--- config.mk ---
export PLATFORM = sky130hd
export DESIGN_NAME = alu_req_arbiter
export DESIGN_NICKNAME = d
export VERILOG_FILES = /design/src/rtl/alu_req_arbiter.sv
export SDC_FILE = /design/constraint.sdc
export NUM_CORES = 1
export LEC_CHECK = 0
export CORE_UTILIZATION = 40
export CTS_CLUSTER_SIZE = 16
export DETAILED_ROUTE_END_ITERATION = 6
export DONT_BUFFER_PORTS = 1
export GPL_TIMING_DRIVEN = 0
export PLACE_DENSITY = 0.66
export SLEW_MARGIN = 40
export SYNTH_ARGS = -nofsm -noshare
export SYNTH_HDL_FRONTEND = slang
export SYNTH_SLANG_ARGS = --single-unit
--- constraint.sdc ---
create_clock -name CLK -period 1.7 [get_ports CLK]
set_clock_uncertainty 0.05 [all_clocks]
set_input_delay 0.255 -clock CLK [delete_from_list [all_inputs] [get_ports CLK]]
set_output_delay 0.255 -clock CLK [all_outputs]
set_load 0.02 [all_outputs]
--- src/rtl/alu_req_arbiter.sv ---
// Round-robin arbiter sharing one registered ALU between two requesters.
// One operation in flight at a time: IDLE -> WAIT (ALU latency) -> RESP (hold until taken).
module alu_req_arbiter #(
  parameter int unsigned DATA_W      = 8,
  parameter int unsigned ALU_LATENCY = 1,
  parameter int unsigned CNT_W       = 16
) (
  input  logic              CLK,
  input  logic              RESET,
  input  logic              REQ0_VALID,
  output logic              REQ0_READY,
  input  logic [DATA_W-1:0] REQ0_OP_A,
  input  logic [DATA_W-1:0] REQ0_OP_B,
  input  logic [DATA_W-1:0] REQ0_OPCODE,
  input  logic              REQ1_VALID,
  output logic              REQ1_READY,
  input  logic [DATA_W-1:0] REQ1_OP_A,
  input  logic [DATA_W-1:0] REQ1_OP_B,
  input  logic [DATA_W-1:0] REQ1_OPCODE,
  output logic [DATA_W-1:0] ALU_OP_A,
  output logic [DATA_W-1:0] ALU_OP_B,
  output logic [DATA_W-1:0] ALU_OPCODE,
  input  logic [DATA_W-1:0] ALU_OUT,
  input  logic              ALU_CARRY,
  output logic              RSP_VALID,
  input  logic              RSP_READY,
  output logic              RSP_ID,
  output logic [DATA_W-1:0] RSP_RESULT,
  output logic              RSP_CARRY,
  output logic              BUSY,
  output logic [CNT_W-1:0]  CNT0,
  output logic [CNT_W-1:0]  CNT1
);

  localparam logic [1:0] StIdle = 2'd0;
  localparam logic [1:0] StWait = 2'd1;
  localparam logic [1:0] StResp = 2'd2;

  localparam logic [2:0] LatInit = 3'(ALU_LATENCY);

  logic [1:0]        state_q;
  logic              ptr_q;
  logic              id_q;
  logic [2:0]        wait_q;
  logic [DATA_W-1:0] op_a_q;
  logic [DATA_W-1:0] op_b_q;
  logic [DATA_W-1:0] opcode_q;
  logic [DATA_W-1:0] result_q;
  logic              carry_q;
  logic [CNT_W-1:0]  cnt0_q;
  logic [CNT_W-1:0]  cnt1_q;

  logic both_valid;
  logic any_valid;
  logic gnt_id;
  logic accept;

  // On a tie, grant whoever was not served last.
  always_comb begin
    both_valid = REQ0_VALID & REQ1_VALID;
    any_valid  = REQ0_VALID | REQ1_VALID;
    gnt_id     = both_valid ? ~ptr_q : REQ1_VALID;
    accept     = (state_q == StIdle) & any_valid & ~RESET;
  end

  assign REQ0_READY = accept & ~gnt_id;
  assign REQ1_READY = accept &  gnt_id;

  always_ff @(posedge CLK) begin
    if (RESET) begin
      state_q  <= StIdle;
      ptr_q    <= 1'b1;
      id_q     <= 1'b0;
      wait_q   <= '0;
      op_a_q   <= '0;
      op_b_q   <= '0;
      opcode_q <= '0;
      result_q <= '0;
      carry_q  <= 1'b0;
      cnt0_q   <= '0;
      cnt1_q   <= '0;
    end else begin
      case (state_q)
        StIdle: begin
          if (accept) begin
            op_a_q   <= gnt_id ? REQ1_OP_A   : REQ0_OP_A;
            op_b_q   <= gnt_id ? REQ1_OP_B   : REQ0_OP_B;
            opcode_q <= gnt_id ? REQ1_OPCODE : REQ0_OPCODE;
            id_q     <= gnt_id;
            ptr_q    <= gnt_id;
            wait_q   <= LatInit;
            state_q  <= StWait;
          end
        end
        StWait: begin
          if (wait_q == 3'd0) begin
            result_q <= ALU_OUT;
            carry_q  <= ALU_CARRY;
            state_q  <= StResp;
          end else begin
            wait_q <= wait_q - 3'd1;
          end
        end
        StResp: begin
          if (RSP_READY) begin
            // Counters saturate at all-ones.
            if (id_q) begin
              if (cnt1_q != '1) cnt1_q <= cnt1_q + CNT_W'(1);
            end else begin
              if (cnt0_q != '1) cnt0_q <= cnt0_q + CNT_W'(1);
            end
            state_q <= StIdle;
          end
        end
        default: state_q <= StIdle;
      endcase
    end
  end

  assign ALU_OP_A   = op_a_q;
  assign ALU_OP_B   = op_b_q;
  assign ALU_OPCODE = opcode_q;
  assign RSP_VALID  = (state_q == StResp);
  assign RSP_ID     = id_q;
  assign RSP_RESULT = result_q;
  assign RSP_CARRY  = carry_q;
  assign BUSY       = (state_q != StIdle);
  assign CNT0       = cnt0_q;
  assign CNT1       = cnt1_q;

endmodule

==> flow_metrics.env <==
export IMPL_outcome="complete, but fails checks"
export IMPL_violations="negative setup slack"
export IMPL_crit_family="simple AND/OR/NAND/NOR gates"
export IMPL_hold_end="state_q[1]"
export IMPL_grt_max_degree=12
export IMPL_maxSlewViolCount=0
export IMPL_rr_worst_depth=4
export IMPL_synth_seq_area_share_pct=43.1
export IMPL_critical_path_buf_inv_count=1
export IMPL_syn_to_final_growth_pct=26.5
export IMPL_die_width_um=93.5
export IMPL_wl_mm=9.02
export IMPL_synth_distinct_cells=44
export IMPL_rsz0062_at_grt="true"
export IMPL_max_stage_delay_ps=340
export IMPL_slowest_stage="dfxtp_4"
export IMPL_regToRegStartpoint="CNT0[7]"
export IMPL_leakagePower_nw=1.50
export IMPL_firstDrtPassIters=4
export IMPL_timing_critical_path_cells="or2_4, nor2_4, buf_6, and3_4"
export IMPL_pin_count=132
export IMPL_design_area_um2=4230
export IMPL_r2r_slack_ps=-40
export IMPL_timing_fmax_ghz=0.561
export IMPL_postSynthCellCount=374
export IMPL_rows=32
export IMPL_grt_pass1_wl_mm=13.6
export IMPL_clockBufferDepth=2
export IMPL_start_util_pct=42.2
export IMPL_placed_cell_area_um2=3510
export IMPL_drt_iter0_drc=153
export IMPL_die_area_um2=8740
export IMPL_endpoint_kind="output pin"
export IMPL_grt_pass1_vias=2814
export IMPL_timing_critical_path_from_type="register"
export IMPL_synth_nets=440
export IMPL_avgViaCountPerCell=5.80
export IMPL_hold_path_class="in2reg"
export IMPL_hp_start="RSP_READY"
export IMPL_ys_ff_latch=72
export IMPL_drt_wirelength_per_cell_um=17.3
export IMPL_grt_use_total_pct=20.1
export IMPL_die_h_um=93.5
export IMPL_gp_congestion=0.818
export IMPL_tightest_slew_ps=711
export IMPL_clk_pin_slew_ps=70
export IMPL_path_depth=4
export IMPL_cp_data_required_time_ps=1390
export IMPL_synth_area_per_cell_um2=8.95
export IMPL_timing_rr_end="CNT0[15]"
export IMPL_async_reset_ff_share_pct=0
export IMPL_power_density_nw_per_um2=947
export IMPL_vias=3016
export IMPL_port_buffers=0
export IMPL_tritoncts="built"
export IMPL_min_period_ps=1780
export IMPL_synth_edff_count=0
export IMPL_cp_max_fo=5
export IMPL_drv_cap=0
export IMPL_layout_nets=479
export IMPL_clk_latency_ps=340
export IMPL_final_antenna_net_count=0
export IMPL_antenna_found_initial=0
export IMPL_htree_levels=3
export IMPL_worstSetupPathType="reg2out"
export IMPL_setup_viol=11
export IMPL_period_share_pct=105
export IMPL_grt_ovfl_total=0
export IMPL_hold_viol_final=0
export IMPL_place_inst=476
export IMPL_synth_ff_type="dfxtp_1"
export IMPL_worst_slack_ps=-81.4
export IMPL_yosys_warnings=0
export IMPL_post_route_util_pct=53.4
export IMPL_cts_root_buf="clkbuf_8"
export IMPL_n_antenna_cell=0
export IMPL_instances_no_fill=520
export IMPL_worstPathArrival_ps=1480
export IMPL_relSlewSlack_pct=52.6
export IMPL_drcViolationCount=0
export IMPL_core_area_um2=7930
export IMPL_worstHoldPathCells=2
export IMPL_ir_worst_vdd_uv=522
export IMPL_cts_buffers=9
export IMPL_cts_sinks=72
export IMPL_drive_gt1_share_pct=27.0
export IMPL_dp_hpwl_mm=6.10
export IMPL_syn_area_um2=3350
sequential cells by signal (all words and copies together) (netlist names):
signal,flops
state_q,2
CNT0,16
RSP_RESULT,8
ALU_OP_A,8
RSP_CARRY,1
CNT1,16
RSP_ID,1
wait_q,3
ALU_OP_B,8
ALU_OPCODE,8
ptr_q,1
worst max-delay path by stage:
stage	start	end	slack [ps]
final	state_q[1]	REQ1_READY	-80
after CTS	state_q[1]	REQ0_READY	-150
after detailed placement	CNT1[3]	CNT1[2]	-280
after floorplan	CNT1[4]	CNT1[10]	-40
after global placement	state_q[0]	REQ1_READY	-280
after global routing	state_q[1]	REQ0_READY	-150
cells in the final DEF (no fill, tap or decap), drive strengths merged, types with 12 or more instances in the layout:
cell type / count
a211oi: 25
a21oi: 37
buf: 28
clkbuf: 24
dfxtp: 72
mux2i: 27
nand2: 33
nand3: 12
nand4: 14
nor2: 34
o21ai: 12
routing by layer:
layer	share of wire (%)	routed length (um)	track usage [%]
met1	42	3800	23.1
met2	47	4250	34.1
met3	9.4	844	8.29
met4	1.3	120	6.15
met5	0	0	0
final cells by class:
type	instances	area, um^2
Fill cell	702	3690
Clock buffer	14	174
Tap cell	102	128
Timing Repair Buffer	28	246
Multi-Input combinational cell	279	2010
Clock inverter	2	35.0
Buffer	19	113
Sequential cell	72	1520
Inverter	4	15.0
timing repair:
item / CTS / global route
endpoints found under the hold margin: 9 / 0
hold buffers: 9 / 0
endpoints found under the setup margin: 52 / 52
resized for setup: 42 / 42
gates cloned: 0 / 1
setup buffers: 9 / 9
pin swaps: 12 / 21
power breakdown:
group	internal (mW)	switching, mW
sequential	1.79	0.219
combinational	0.241	0.328
clock	0.808	0.624
total	2.84	1.17
cell families after synthesis:
kind of cell	synth area share, %
buffers and inverters	3.18
muxes	8.41
xor gates and xnor gates	0.523
and+or+nand+nor	25.1
adders and majority gates	1.50
AOI/OAI and AO/OA	18.2
DFF	43.1
Yosys cell counts (all sizes together), types with 2 or more instances:
| cell type | count | area share, % |
|---|---|---|
| o31ai | 11 | 2.5 |
| nor2 | 34 | 3.8 |
| or4 | 9 | 2.0 |
| and4 | 5 | 1.3 |
| and3 | 4 | 0.75 |
| nor2b | 5 | 0.93 |
| nand2b | 4 | 0.75 |
| o31a | 2 | 0.52 |
| nand2 | 33 | 3.7 |
| inv | 4 | 0.45 |
| or3 | 11 | 2.1 |
| nand4 | 14 | 3.2 |
| nor4 | 4 | 1.6 |
| buf | 9 | 1.6 |
| a211oi | 25 | 5.6 |
| nand3 | 12 | 2.1 |
| dfxtp | 72 | 43 |
| o21a | 2 | 0.45 |
| o21ai | 12 | 1.8 |
| mux2i | 27 | 8.1 |
| a311oi | 2 | 0.52 |
| ha | 4 | 1.5 |
| clkbuf | 10 | 1.1 |
| or2 | 4 | 0.75 |
| a21oi | 37 | 5.5 |
| nor3 | 5 | 0.75 |
per-stage QoR:
step	hold WS [ps]	setup TNS (ps)	total power, mW	setup slack, ps
after global placement	344	-6390	2.53	-277
after floorplan	341	-37.5	2.42	-37.5
final	46.0	-282	4.01	-81.4
after detailed placement	348	-7030	2.55	-280
after global routing	38.8	-1790	4.22	-146
after CTS	34.3	-292	4.04	-152
Note: power is estimated with default switching activity, not from simulation.
